`config.mk`:
```
export PLATFORM = sky130hd
export DESIGN_NAME = pc_unit
export DESIGN_NICKNAME = d
export VERILOG_FILES = /design/src/rtl/pc_unit.sv
export SDC_FILE = /design/constraint.sdc
export NUM_CORES = 1
export LEC_CHECK = 0
export ABC_AREA = 1
export CAP_MARGIN = 20
export CORE_UTILIZATION = 53
export DETAILED_ROUTE_END_ITERATION = 16
export PLACE_DENSITY_LB_ADDON = 0.08
export SETUP_SLACK_MARGIN = 0.15
export SYNTH_ARGS = -nofsm -noshare
export SYNTH_HDL_FRONTEND = slang
export SYNTH_SLANG_ARGS = --single-unit
```
`constraint.sdc`:
```
create_clock -name clk -period 3.8 [get_ports clk]
set_clock_uncertainty 0.05 [all_clocks]
set_input_delay 0.38 -clock clk [delete_from_list [all_inputs] [get_ports clk]]
set_output_delay 0.38 -clock clk [all_outputs]
set_load 0.01 [all_outputs]
```
`src/rtl/pc_unit.sv`:
```
// Program counter stage: holds the fetch PC, advances by 4, honours stalls and
// loads redirect targets with a one-cycle bubble. Optional macro: PC_TRAP_EN.
module pc_unit #(
  parameter int unsigned     XLEN         = 32,
  parameter logic [XLEN-1:0] RESET_VECTOR = '0,
  parameter logic [XLEN-1:0] TRAP_VECTOR  = XLEN'(32'h0000_0100)
) (
  input  logic            clk,
  input  logic            rst,
  input  logic            stall,
  input  logic            redirect,
  input  logic            jalr,
  input  logic [XLEN-1:0] target_base,
  input  logic [XLEN-1:0] target_offset,
  input  logic            trap_ack,
  output logic [XLEN-1:0] pc_out,
  output logic [XLEN-1:0] pc_plus4,
  output logic            pc_valid,
  output logic            misalign,
  output logic [XLEN-1:0] trap_pc,
  output logic [31:0]     fetch_count
);

  typedef enum logic [1:0] {
    BOOT,
    RUN,
    FLUSH
`ifdef PC_TRAP_EN
    , TRAP
`endif
  } state_t;

  state_t          state, next_state;
  logic [XLEN-1:0] pc_q, next_pc;
  logic            misalign_q, next_misalign;
  logic [31:0]     count_q, next_count;
  logic [XLEN-1:0] tgt_sum, tgt;

  assign tgt_sum = target_base + target_offset;
  assign tgt     = {tgt_sum[XLEN-1:1], tgt_sum[0] & ~jalr};

`ifdef PC_TRAP_EN
  logic [XLEN-1:0] trap_pc_q, next_trap_pc;
  assign trap_pc = trap_pc_q;
`else
  logic unused_trap_ack;
  assign unused_trap_ack = trap_ack;
  assign trap_pc = '0;
`endif

  always_ff @(posedge clk) begin
    if (rst) begin
      state      <= BOOT;
      pc_q       <= RESET_VECTOR;
      misalign_q <= 1'b0;
      count_q    <= '0;
`ifdef PC_TRAP_EN
      trap_pc_q  <= '0;
`endif
    end else begin
      state      <= next_state;
      pc_q       <= next_pc;
      misalign_q <= next_misalign;
      count_q    <= next_count;
`ifdef PC_TRAP_EN
      trap_pc_q  <= next_trap_pc;
`endif
    end
  end

  always_comb begin
    next_state    = state;
    next_pc       = pc_q;
    next_misalign = 1'b0;
    next_count    = count_q;
`ifdef PC_TRAP_EN
    next_trap_pc  = trap_pc_q;
`endif
    case (state)
      BOOT:  next_state = RUN;
      RUN: begin
        if (redirect) begin
          if (tgt[1:0] == 2'b00) begin
            next_pc    = tgt;
            next_state = FLUSH;
          end else begin
            next_misalign = 1'b1;
`ifdef PC_TRAP_EN
            next_pc      = TRAP_VECTOR;
            next_trap_pc = tgt;
            next_state   = TRAP;
`else
            next_pc    = {tgt[XLEN-1:2], 2'b00};
            next_state = FLUSH;
`endif
          end
        end else if (!stall) begin
          next_pc    = pc_q + XLEN'(4);
          next_count = count_q + 32'd1;
        end
      end
      FLUSH: next_state = RUN;
`ifdef PC_TRAP_EN
      TRAP:  if (trap_ack) next_state = RUN;
`endif
      default: next_state = BOOT;
    endcase
  end

  assign pc_out      = pc_q;
  assign pc_plus4    = pc_q + XLEN'(4);
  assign pc_valid    = (state == RUN);
  assign misalign    = misalign_q;
  assign fetch_count = count_q;

endmodule
```
Yosys cells after proc, flatten, opt, wreduce, memory -nomap -nowiden

Index checks and enable logic that the tools add are counted.

Flip-flop bits (word level): 67
Logic and storage cells: 28
Output and inout port bits: 130
Input port bits: 70

Bitwise gates (word level): 5
Reductions and logical operators: 6
Add/sub/neg operators: 3
Equality and inequality tests: 4
Multiplexer cells: 6

Operators with widths:

| kind                  | number |
|---|---|
| $mux 32               | 2 |
| $add 32x1->32 const B | 1 |
| $add 32x3->32 const B | 1 |
| $add 32x32->32        | 1 |
| $logic_not 2->1       | 2 |
| $mux 2                | 2 |
| $not 1->1             | 4 |
| $pmux 2 s2            | 1 |
| $reduce_and 3->1      | 1 |
| $reduce_or 3->1       | 1 |
| $eq 2x1->1 const B    | 1 |
| $eq 2x2->1 const B    | 1 |
| $ne 2x1->1 const B    | 1 |
| $ne 2x2->1 const B    | 1 |
| $reduce_and 2->1      | 1 |
| $reduce_or 2->1       | 1 |
| $and 1x1->1           | 1 |
| $mux 1                | 1 |

Longest topological paths before layout

Gate-level depths: netlist (run 1).

Depth after elaboration: 5
Depth in mapped cells: 14

Least setup slack after synthesis (run 1)

Ideal clock, no wire load.

Path kind: input to register
From: input target_base[0]
To: register pc_q[28], in the netlist pc_out[28]
Arrival time: 1.781 ns
Buffers on the path: 0
Stages on the path: 13
Slack: 1.835 ns
Cell sequence: ha_1 > inv_1 > fa_1 > inv_1 > nand3_1 > nand3_1 > nand3_1 > nand3_1 > nand2_1 > nand3_1 > nand3_1 > nand2_1 > a21oi_1

Cells in the longest elaborated chain, start to end: 2

RTL lines:

| what                 | line | source |
|---|---|---|
| from (decl)          | 13   | `input logic [XLEN-1:0] target_base,` |
| $add 32x32->32       | 39   | `assign tgt_sum = target_base + target_offset;` |
| $mux 32              | 82   | `if (redirect) begin` |
| to (signal assigned) | 62   | `pc_q <= next_pc;` |
| to (decl)            | 34   | `logic [XLEN-1:0] pc_q, next_pc;` |

Every way passes these cells.
A chain may end at the register's enable or synchronous reset.

Worst setup path in the final report (run 1)

From: register pc_q[2], in the netlist pc_out[2]
To: output pc_plus4[16]

Cells in the longest elaborated chain, start to end: 1

RTL lines:

| what          | line | source |
|---|---|---|
| $add 32x3->32 | 111  | `assign pc_plus4 = pc_q + XLEN'(4);` |
| to (decl)     | 17   | `output logic [XLEN-1:0] pc_plus4,` |

Every way passes these cells.

==> results of run 1 <==
-- placed cells by master, fill, tap and decap left out, drive strengths merged --
master         Yosys  final
or2                7      7
a211oi             2      2
xnor2             12     12
o211ai             2      2
nor3              21     21
and3               1      1
nor2             116    116
clkdlybuf4s50      1    166
conb               1     32
inv              190    191
buf               40      4
o21a               2      2
dfxtp             67     67
nand4             11     11
nand3b             9      9
clkinv             1      2
o21ai             46     46
a31oi              4      4
nor4               3      3
and2               1      1
fa                 1      1
xor2              21     21
nand2            386    386
nand3             88     88
ha                33     33
clkinvlp           0      2
clkbuf            11     10
bufinv             0      2
a21oi             72     72
nor3b              3      3
o21bai             6      6
-- worst reg2reg max path, cell delays in order (launching register included) --
cell and delay [ns]:
dfxtp_1 0.48, ha_1 0.34, nand3_4 0.15, nor2_4 0.17, inv_2 0.05, nor2_2 0.10
xor2_1 0.29, or2_1 0.15, nand3_1 0.07, a21oi_1 0.15
-- cell usage after synthesis (3+ instances only) --
cell      number  area [um2]
a21oi_1       71       355.3
a31oi_1        4       25.02
buf_2          3       15.01
buf_4         34       255.2
buf_6          3       33.78
clkbuf_1      10       37.54
dfxtp_1       67        1341
ha_1          33       412.9
inv_1        185       694.4
inv_2          5       18.77
nand2_1      380        1426
nand2_2        3       18.77
nand2_4        3       33.78
nand3_1       83       415.4
nand3_4        3       52.55
nand3b_1       9       67.56
nand4_1       11       68.82
nor2_1       104       390.4
nor2_2         6       37.54
nor2_4         5       56.30
nor3_1        13       65.06
nor3_2         4       40.04
nor3_4         4       65.06
o21ai_0       44       220.2
o21bai_1       6       45.04
or2_1          7       43.79
xnor2_1       12       105.1
xor2_1        20       175.2
-- routing by layer --
layer	part of all wire	wire length (um)
met1	0.44	8775
met2	0.45	9083
met5	0	0
met4	0.035	703
met3	0.071	1428
-- cell type report --
class | count | area, um2
fillers | 1134 | 3471
multi-input cells | 879 | 4463
clock buffers | 10 | 229.0
inverters | 191 | 716.9
well taps | 168 | 210.2
flip-flops and latches | 67 | 1341
repair buffers | 170 | 1692
clock inverters | 6 | 88.84
-- per-stage QoR --
step                hold WS, ns  total power, W  setup slack [ns]  std cells
finish                   0.3838        0.002406            0.8537       1491
global route             0.4197        0.002526            0.7388       1491
CTS                      0.3835        0.002405            0.8605       1491
detailed placement       0.3755        0.001517             1.001       1475
global placement         0.3688        0.001510             1.025       1475
floorplan                0.3591        0.001243             1.835       1190
-- kinds of logic after synthesis --
kind of cell    Yosys count  synth area share
flops                    67            0.1981
fa+ha+maj                34           0.06394
other cells               1         0.0005539
simple gates            646            0.4284
compound gates          134            0.1048
xor+xnor                 33           0.04380
buf+inv                 244            0.1604
-- registers in the layout, summed over array words and instances, names as in the netlist --
register / count
pc_out: 32
fetch_count: 32
state: 2
misalign: 1
-- power breakdown --
part / internal, W / leakage [nW] / switching, W
clock: 0.000575 / 0.149 / 0.000317
sequential: 0.000729 / 0.544 / 0.0000424
combinational: 0.000313 / 3.46 / 0.000429
total: 0.00162 / 4.15 / 0.000788
-- worst max-delay path by stage --
| stage | from | to | slack, ns |
|---|---|---|---|
| 5_1_grt | pc_out[2]$_SDFFE_PP0P_ | pc_plus4[16] | 0.74 |
| 3_3_place_gp | target_base[0] | pc_out[28]$_SDFFE_PP0P_ | 1.03 |
| 3_5_place_dp | target_offset[0] | pc_out[28]$_SDFFE_PP0P_ | 1.00 |
| 6_report | pc_out[2]$_SDFFE_PP0P_ | pc_plus4[16] | 0.85 |
| 2_1_floorplan | target_base[0] | pc_out[28]$_SDFFE_PP0P_ | 1.83 |
| 4_1_cts | pc_out[2]$_SDFFE_PP0P_ | pc_plus4[16] | 0.86 |
==> metrics, run 1 <==
CP Data Arrival Time=between 2 and 3 ns; met1 Use GR=0.4016; post-synthesis async set-or-reset flop share=0; Synth warnings=0; clock slew at reported path FFs=roughly 0.060 ns; final worst path period need=roughly 3 ns; ANT cells=0; Static Leakage=4.153 nW; drt pass-1 iters=5; Crit Path Max Fanout=6; port bufs=~170; Placed Area=about 0.0084 mm2; vias in the first global route=between 6000 and 7000; core area=approximately 0.012 mm2; main flop type after synthesis=dfxtp_1; CTS resizes=0; Worst path top cell family by delay=buffers and inverters; Fmax=0.3394 GHz; nets@finish=roughly 1400; critical path startpoint category=register; Overflow after GRT=0; worst path bufs/invs=2; total clock sinks=67; hpwl dp=between 15 and 20 mm; largest net degree at the start of global routing=41; sequential area share after synthesis=0.1981; fin. max-slew vios=0; Die W=115.0 um; Pwr per Cell Area=between 200 and 300 mW/mm2; r2r startpoint=pc_out[2]$_SDFFE_PP0P_; Post-Syn Area=approximately 0.0068 mm2; routed wire length=approximately 20 mm; TritonCTS buffer count=9; FF-to-FF setup slack=between 1.5 and 2 ns; clk_lat worst skew=~0.33 ns; Final Util=0.7158; unrepaired setup endpoints after global routing=false; Syn Inst Count=between 1000 and 1500; post-route antenna net violation count=0; cell depth of the worst setup path=7; crit-path cells=ha_1 > nand3_4 > nor2_4 > inv_2 > nor2_2 > xor2_1 > clkdlybuf4s50_1; Fin. Hold Viols=0; final setup vio count=0; Hold Path Sink=state[0]$_SDFFE_PP0P_; die area=0.01323 mm2; final period utilization=0.7753; FF-to-FF End=pc_out[16]$_SDFFE_PP0P_; Yosys reg bits=67; Post-synth EDFFs=0; critical path capture point type=primary output; Die Height=~120 um; CTS H-tree lvls=3; Critical Path RT=approximately 3.4 ns; outcome=finished clean; slew margin rel.=0.3937; WL/cell=roughly 13 um; global routing met2 resource utilization=0.5048; GPL Wtd Cong=~0.92; initial antenna violation count=0; min-delay src=state[0]$_SDFFE_PP0P_; layout cell share with drive strength beyond 1=0.04611; met3 usage=0.05113; Iteration-0 DRC Markers=a little under 700; Final Cell Area=roughly 0.0087 mm2; mean post-synth cell area=approximately 5.8 um2; Crit-path slowest cell=clkdlybuf4s50_1; library cells used by synthesis=48; deepest clock path buffer count=2; # hold bufs at CTS=0; CP peak stage delay=approximately 0.6 ns; first-pass GRT wire length=roughly 32 mm; hold path depth=1; worst slew pin tran=between 0.9 and 1 ns; Initial Utilization=0.5544; Setup Buffers After CTS=0; IO Pins=200; Worst VDD drop=0.1939 mV; CTS root buf=clkbuf_16; Setup CP Type=reg -> out; TritonCTS clock tree=done; Via density=5.125; type of the tightest min-delay check=reg -> reg; Rows=40; # DRC=0; maxcap violations=0; global route hottest layer=met2; via count=about 7600; Area growth, synth to finish=29.11%; cells on worst reg2reg path=9; Total Routing Usage GR=0.3071; Setup TNS Final=0 ns
(Power assumes the default switching activity.)
==> run 2: changes to the inputs <==
--- a/config.mk
+++ b/config.mk
@@ -7,7 +7,7 @@
 export LEC_CHECK = 0
 export ABC_AREA = 1
 export CAP_MARGIN = 20
-export CORE_UTILIZATION = 53
+export CORE_UTILIZATION = 49
 export DETAILED_ROUTE_END_ITERATION = 16
 export PLACE_DENSITY_LB_ADDON = 0.08
 export SETUP_SLACK_MARGIN = 0.15
==> constraint.sdc (replaced) <==
create_clock -name clk -period 2.8 [get_ports clk]
set_clock_uncertainty 0.05 [all_clocks]
set_input_delay 0.28 -clock clk [delete_from_list [all_inputs] [get_ports clk]]
set_output_delay 0.28 -clock clk [all_outputs]
set_load 0.01 [all_outputs]
==> run 2 against run 1 <==
Routed wire length rose by 3.7%. Global-route usage down 1.4 points. Via count decreased by 0.71%. Cell count rose by 0.80%. Count of clock-buffer cells in the layout stayed put. Critical path depth rose by 1. Register-to-register slack got worse by 0.86 ns. Clock power is 29% higher. Non-clock buffer count is 4 higher. Combinational power rose by 35%. Largest power group unchanged.
==> metrics, run 2 (synthesis results as in run 1) <==
outcome=finished clean (unchanged); FF-to-FF End=fetch_count[27]$_SDFFE_PP0P_ (was pc_out[16]$_SDFFE_PP0P_); hpwl dp=16.37 mm (was 16.06 mm); die area=0.01429 mm2 (was 0.01323 mm2); Fmax=~0.39 GHz; # hold bufs at CTS=0 (unchanged); Final Util=0.6624 (was 0.7158); TritonCTS buffer count=9 (unchanged); critical path startpoint category=register (unchanged); nets@finish=1426 (was 1422); worst slew pin tran=0.8783 ns (was 0.9084 ns); # DRC=0 (unchanged); Die W=119.5 um (was 115.0 um); Setup TNS Final=0 ns (unchanged); CTS root buf=clkbuf_16 (unchanged); Pwr per Cell Area=362.6 mW/mm2 (was 275.2 mW/mm2); first-pass GRT wire length=33.23 mm (was 32.01 mm); Total Routing Usage GR=0.2932 (was 0.3071); layout cell share with drive strength beyond 1=0.06858 (was 0.04611); Via density=5.049 (was 5.125); total clock sinks=67 (unchanged); Setup CP Type=reg -> out (unchanged); deepest clock path buffer count=2 (unchanged); Overflow after GRT=0 (unchanged); port bufs=166 (unchanged); FF-to-FF setup slack=0.88 ns (was 1.74 ns); GPL Wtd Cong=0.9444 (was 0.9234); maxcap violations=0 (unchanged); IO Pins=200 (unchanged); unrepaired setup endpoints after global routing=true (was false); Iteration-0 DRC Markers=679 (was 690); initial antenna violation count=0 (unchanged); Worst VDD drop=0.2868 mV (was 0.1939 mV); clock slew at reported path FFs=0.06 ns (about the same); Critical Path RT=2.47 ns (was 3.37 ns); Crit Path Max Fanout=6 (unchanged); vias in the first global route=6689 (was 6729); r2r startpoint=state[0]$_SDFFE_PP0P_ (was pc_out[2]$_SDFFE_PP0P_); Critical Path End=pc_plus4[23] (was pc_plus4[16]); final setup vio count=0 (unchanged); final period utilization=0.9207; CP Data Arrival Time=2.25 ns (was 2.52 ns); Static Leakage=4.212 nW (was 4.153 nW); drt pass-1 iters=5 (unchanged); Die Height=119.5 um (was 115.0 um); final worst path period need=about 2.6 ns; fin. max-slew vios=0 (unchanged); Area growth, synth to finish=30.60% (was 29.11%); largest net degree at the start of global routing=41 (unchanged); WL/cell=13.80 um (was 13.41 um); most frequent cells in the layout=379 x nand2_1, 185 x inv_1, 164 x clkdlybuf4s50_1, 102 x nor2_1, 83 x nand3_1 (was 380 x nand2_1, 185 x inv_1, 166 x clkdlybuf4s50_1, 104 x nor2_1, 83 x nand3_1); hold path depth=1 (unchanged); Fin. Hold Viols=0 (unchanged); cells on worst reg2reg path=9 (unchanged); CTS H-tree lvls=3 (unchanged); ANT cells=0 (unchanged); Rows=42 (was 40); TritonCTS clock tree=done (unchanged); Initial Utilization=0.5072 (was 0.5544); critical path capture point type=primary output (unchanged); Worst Setup SP=pc_out[19]$_SDFFE_PP0P_ (was pc_out[2]$_SDFFE_PP0P_); clk_lat worst skew=0.34 ns (was 0.33 ns); type of the tightest min-delay check=reg -> reg (unchanged); commonest non-fill, non-tap cell in the layout=nand2_1 (unchanged); post-route antenna net violation count=0 (unchanged); slew margin rel.=0.4138 (was 0.3937); via count=7588 (was 7642); routed wire length=20.74 mm (was 19.99 mm); core area=0.01335 mm2 (was 0.01221 mm2)
[run 2: area by class of cell]
class | instances | area, um2
Clock inverter | 6 | 65.06
Sequential cell | 67 | 1366
Tap cell | 176 | 220.2
Timing Repair Buffer | 174 | 1723
Multi-Input combinational cell | 879 | 4522
Inverter | 191 | 716.9
Fill cell | 1306 | 4506
Clock buffer | 10 | 229.0
[run 2: worst min-delay path by stage]
stage | start | endpoint | slack (ns)
after floorplan | state[0]$_SDFFE_PP0P_ | state[0]$_SDFFE_PP0P_ | 0.36
after global placement | state[0]$_SDFFE_PP0P_ | state[0]$_SDFFE_PP0P_ | 0.37
after detailed placement | state[0]$_SDFFE_PP0P_ | state[0]$_SDFFE_PP0P_ | 0.39
after CTS | state[0]$_SDFFE_PP0P_ | state[0]$_SDFFE_PP0P_ | 0.40
after global routing | state[0]$_SDFFE_PP0P_ | state[0]$_SDFFE_PP0P_ | 0.43
final | state[0]$_SDFFE_PP0P_ | state[0]$_SDFFE_PP0P_ | 0.40
[run 2: what timing repair did]
action                                  4_1_cts  5_1_grt
resized for setup                             8       24
pin swaps                                     1        1
setup buffers                                 2        0
endpoints found under the setup margin       10       17
[run 2: critical path, stage by stage, from the launching register on]
cell             delay [ns]
dfxtp_1                0.42
nand2_1                0.13
nor2_1                 0.16
nand2_1                0.10
nor2_1                 0.14
nand2_1                0.11
or2_1                  0.24
nand2_1                0.07
clkdlybuf4s50_1        0.53
[run 2: power by group]
group / total [W] / leakage (nW) / internal [W] / switching [W]
clock: 0.00115 / 0.143 / 0.000691 / 0.000458
combinational: 0.00100 / 3.52 / 0.000429 / 0.000574
sequential: 0.00105 / 0.552 / 0.000993 / 0.0000603
total: 0.00321 / 4.21 / 0.00211 / 0.00109
[run 2: metrics by stage]
step	hold WS (ns)	setup WS [ns]	cells	total power [W]	instance area [um2]
final	0.3984	0.2222	1503	0.003206	8842
after floorplan	0.3591	0.9347	1190	0.001687	6887
after global routing	0.4260	0.1086	1503	0.003379	8842
after global placement	0.3704	0.2156	1485	0.002049	8448
after detailed placement	0.3912	0.1856	1485	0.002058	8448
after CTS	0.3996	0.1549	1503	0.003201	8781
[run 2: metal layers]
metal  routed length, um  track usage
met1                9654       0.4162
met2                8965       0.4538
met3                1739      0.05513
met4                 377      0.07422
met5                   0            0
==> run 3: changes to the inputs <==
--- a/config.mk
+++ b/config.mk
@@ -7,8 +7,10 @@
 export LEC_CHECK = 0
 export ABC_AREA = 1
 export CAP_MARGIN = 20
+export CORE_ASPECT_RATIO = 0.9
 export CORE_UTILIZATION = 49
 export DETAILED_ROUTE_END_ITERATION = 16
+export GPL_ROUTABILITY_DRIVEN = 0
 export PLACE_DENSITY_LB_ADDON = 0.08
 export SETUP_SLACK_MARGIN = 0.15
 export SYNTH_ARGS = -nofsm -noshare
==> run 3 against run 2 <==
Routed wire length fell by 1.4%. First-iteration DRC count fell by 0.74%. Combinational power barely moved. Critical path type unchanged. Highest routed layer unchanged. Sequential power barely moved. Global-route usage fell by 0.43 points. Critical path depth did not move.
==> metrics, run 3 (synthesis results as in run 1) <==
port bufs=166 (unchanged); Total Power=0.003120 W (was 0.003206 W); fill cell count=1291 (was 1306); nets@finish=1431 (was 1426); outcome=finished clean (unchanged); hpwl dp=16.20 mm (was 16.37 mm); total clock sinks=67 (unchanged); Crit Path Max Fanout=5 (was 6); Area growth, synth to finish=30.49% (was 30.60%); critical path capture point type=primary output (unchanged); Setup CP Type=reg -> out (unchanged); post-route antenna net violation count=0 (unchanged); Final WS setup=0.2209 ns (was 0.2222 ns); final period utilization=0.9211 (was 0.9207); Fmax=0.3877 GHz (was 0.3879 GHz); ANT cells=0 (unchanged); die area=0.01429 mm2 (about the same); FF-to-FF setup slack=0.83 ns (was 0.88 ns); Fin. Hold Viols=0 (unchanged); clk_lat worst skew=0.33 ns (was 0.34 ns); # DRC=0 (unchanged); Via density=5.081 (was 5.049); first-pass GRT wire length=32.81 mm (was 33.23 mm); TritonCTS clock tree=done (unchanged); commonest non-fill, non-tap cell in the layout=nand2_1 (unchanged); critical path startpoint category=register (unchanged); largest net degree at the start of global routing=41 (unchanged); CP Data Arrival Time=2.25 ns (about the same); DP Worst Slack=0.1758 ns (was 0.1856 ns); final setup vio count=0 (unchanged); Iteration-0 DRC Markers=674 (was 679); type of the tightest min-delay check=reg -> reg (unchanged); unrepaired setup endpoints after global routing=true (unchanged); Pwr per Cell Area=353.2 mW/mm2 (was 362.6 mW/mm2); IO Pins=200 (unchanged); routed wire length=20.44 mm (was 20.74 mm); most frequent cells in the layout=379 x nand2_1, 185 x inv_1, 163 x clkdlybuf4s50_1, 103 x nor2_1, 83 x nand3_1 (was 379 x nand2_1, 185 x inv_1, 164 x clkdlybuf4s50_1, 102 x nor2_1, 83 x nand3_1); CTS H-tree lvls=3 (unchanged); core area=0.01341 mm2 (was 0.01335 mm2); CTS root buf=clkbuf_16 (unchanged); Total Routing Usage GR=0.2889 (was 0.2932); clock slew at reported path FFs=0.06 ns (about the same); deepest clock path buffer count=2 (unchanged); Initial Utilization=0.5048 (was 0.5072); Setup TNS Final=0 ns (unchanged); Overflow after GRT=0 (unchanged); Critical Path RT=2.47 ns (about the same); layout cell share with drive strength beyond 1=0.06982 (was 0.06858); Worst VDD drop=0.3306 mV (was 0.2868 mV); drt pass-1 iters=5 (unchanged); final worst path period need=2.579 ns (was 2.578 ns); Final Util=0.6587 (was 0.6624); Die Height=113.5 um (was 119.5 um); maxcap violations=0 (unchanged); vias in the first global route=6553 (was 6689); Die W=125.9 um (was 119.5 um); slew margin rel.=0.4339 (was 0.4138); worst slew pin tran=0.8482 ns (was 0.8783 ns); Static Leakage=4.246 nW (was 4.212 nW); TritonCTS buffer count=9 (unchanged); Hold Slack=0.4012 ns (was 0.3984 ns); WL/cell=13.63 um (was 13.80 um); via count=7621 (was 7588); initial antenna violation count=0 (unchanged); fin. max-slew vios=0 (unchanged); Rows=40 (was 42)
==> run 3: cell types whose count changed in the layout (fill, tap and decap cells not counted), moves of 2 or more <==
cell | previous run | this run
dfxtp_1 | 49 | 51
dfxtp_2 | 17 | 15
buf_4 | 8 | 13
nor3_2 | 4 | 6
dlymetal6s2s_1 | 1 | 3
clkbuf_8 | 0 | 2
==> run 3: final timing paths <==
path / from / endpoint / cells after the start
worst min-delay path: state[0]$_SDFFE_PP0P_ / state[0]$_SDFFE_PP0P_ / 1
worst max-delay path: pc_out[21]$_SDFFE_PP0P_ / pc_plus4[23] / 8
worst min register to register: state[0]$_SDFFE_PP0P_ / state[0]$_SDFFE_PP0P_ / 1
worst max register to register: pc_out[3]$_SDFFE_PP0P_ / pc_out[28]$_SDFFE_PP0P_ / 13
==> run 3: final cells by class <==
class / count / area, um2 / share of cell area
clock buffer: 12 / 256.5 / 0.02903
sequential: 67 / 1364 / 0.1544
multi-input combinational: 879 / 4496 / 0.5089
tap: 168 / 210.2 / 0.02379
timing repair buffer: 179 / 1767 / 0.2000
inverter: 191 / 716.9 / 0.08115
clock inverter: 4 / 25.02 / 0.002832
==> run 3: per-stage QoR <==
stage	area (um2)	cells
6_report	8835	1500
5_1_grt	8835	1500
4_1_cts	8767	1498
3_5_place_dp	8476	1482
3_3_place_gp	8476	1482
2_1_floorplan	6887	1190
==> run 3: power by group <==
| part | total (W) | switching [W] | internal (W) | leakage, nW |
|---|---|---|---|---|
| logic | 0.00101 | 0.000575 | 0.000432 | 3.56 |
| registers | 0.00105 | 0.0000563 | 0.000993 | 0.551 |
| clock network | 0.00106 | 0.000419 | 0.000644 | 0.135 |
| total | 0.00312 | 0.00105 | 0.00207 | 4.25 |
==> run 3: routing by layer <==
layer	wire length (um)	part of all wire	up-vias	track usage
li1	-	-	3907	-
met1	9790	0.48	3339	0.4250
met2	8423	0.41	354	0.4335
met3	1985	0.097	21	0.06144
met4	242	0.012	0	0.05221
met5	0	0	-	0
==> run 3: repair_timing <==
item,CTS,global route
setup endpoints to repair,6,19
gates resized for setup,3,24
setup buffers,0,2
hold buffers,0,0
endpoints found under the hold margin,0,0
pin swaps,0,2
==> run 3: critical path, stage by stage (launching register included) <==
cell and delay [ns]:
dfxtp_1 0.40, nand2_1 0.11, nor2_1 0.22, nand2_1 0.12, nor2_1 0.11, nand2_1 0.09, or2_1 0.24, nand2_1 0.08
clkdlybuf4s50_1 0.54
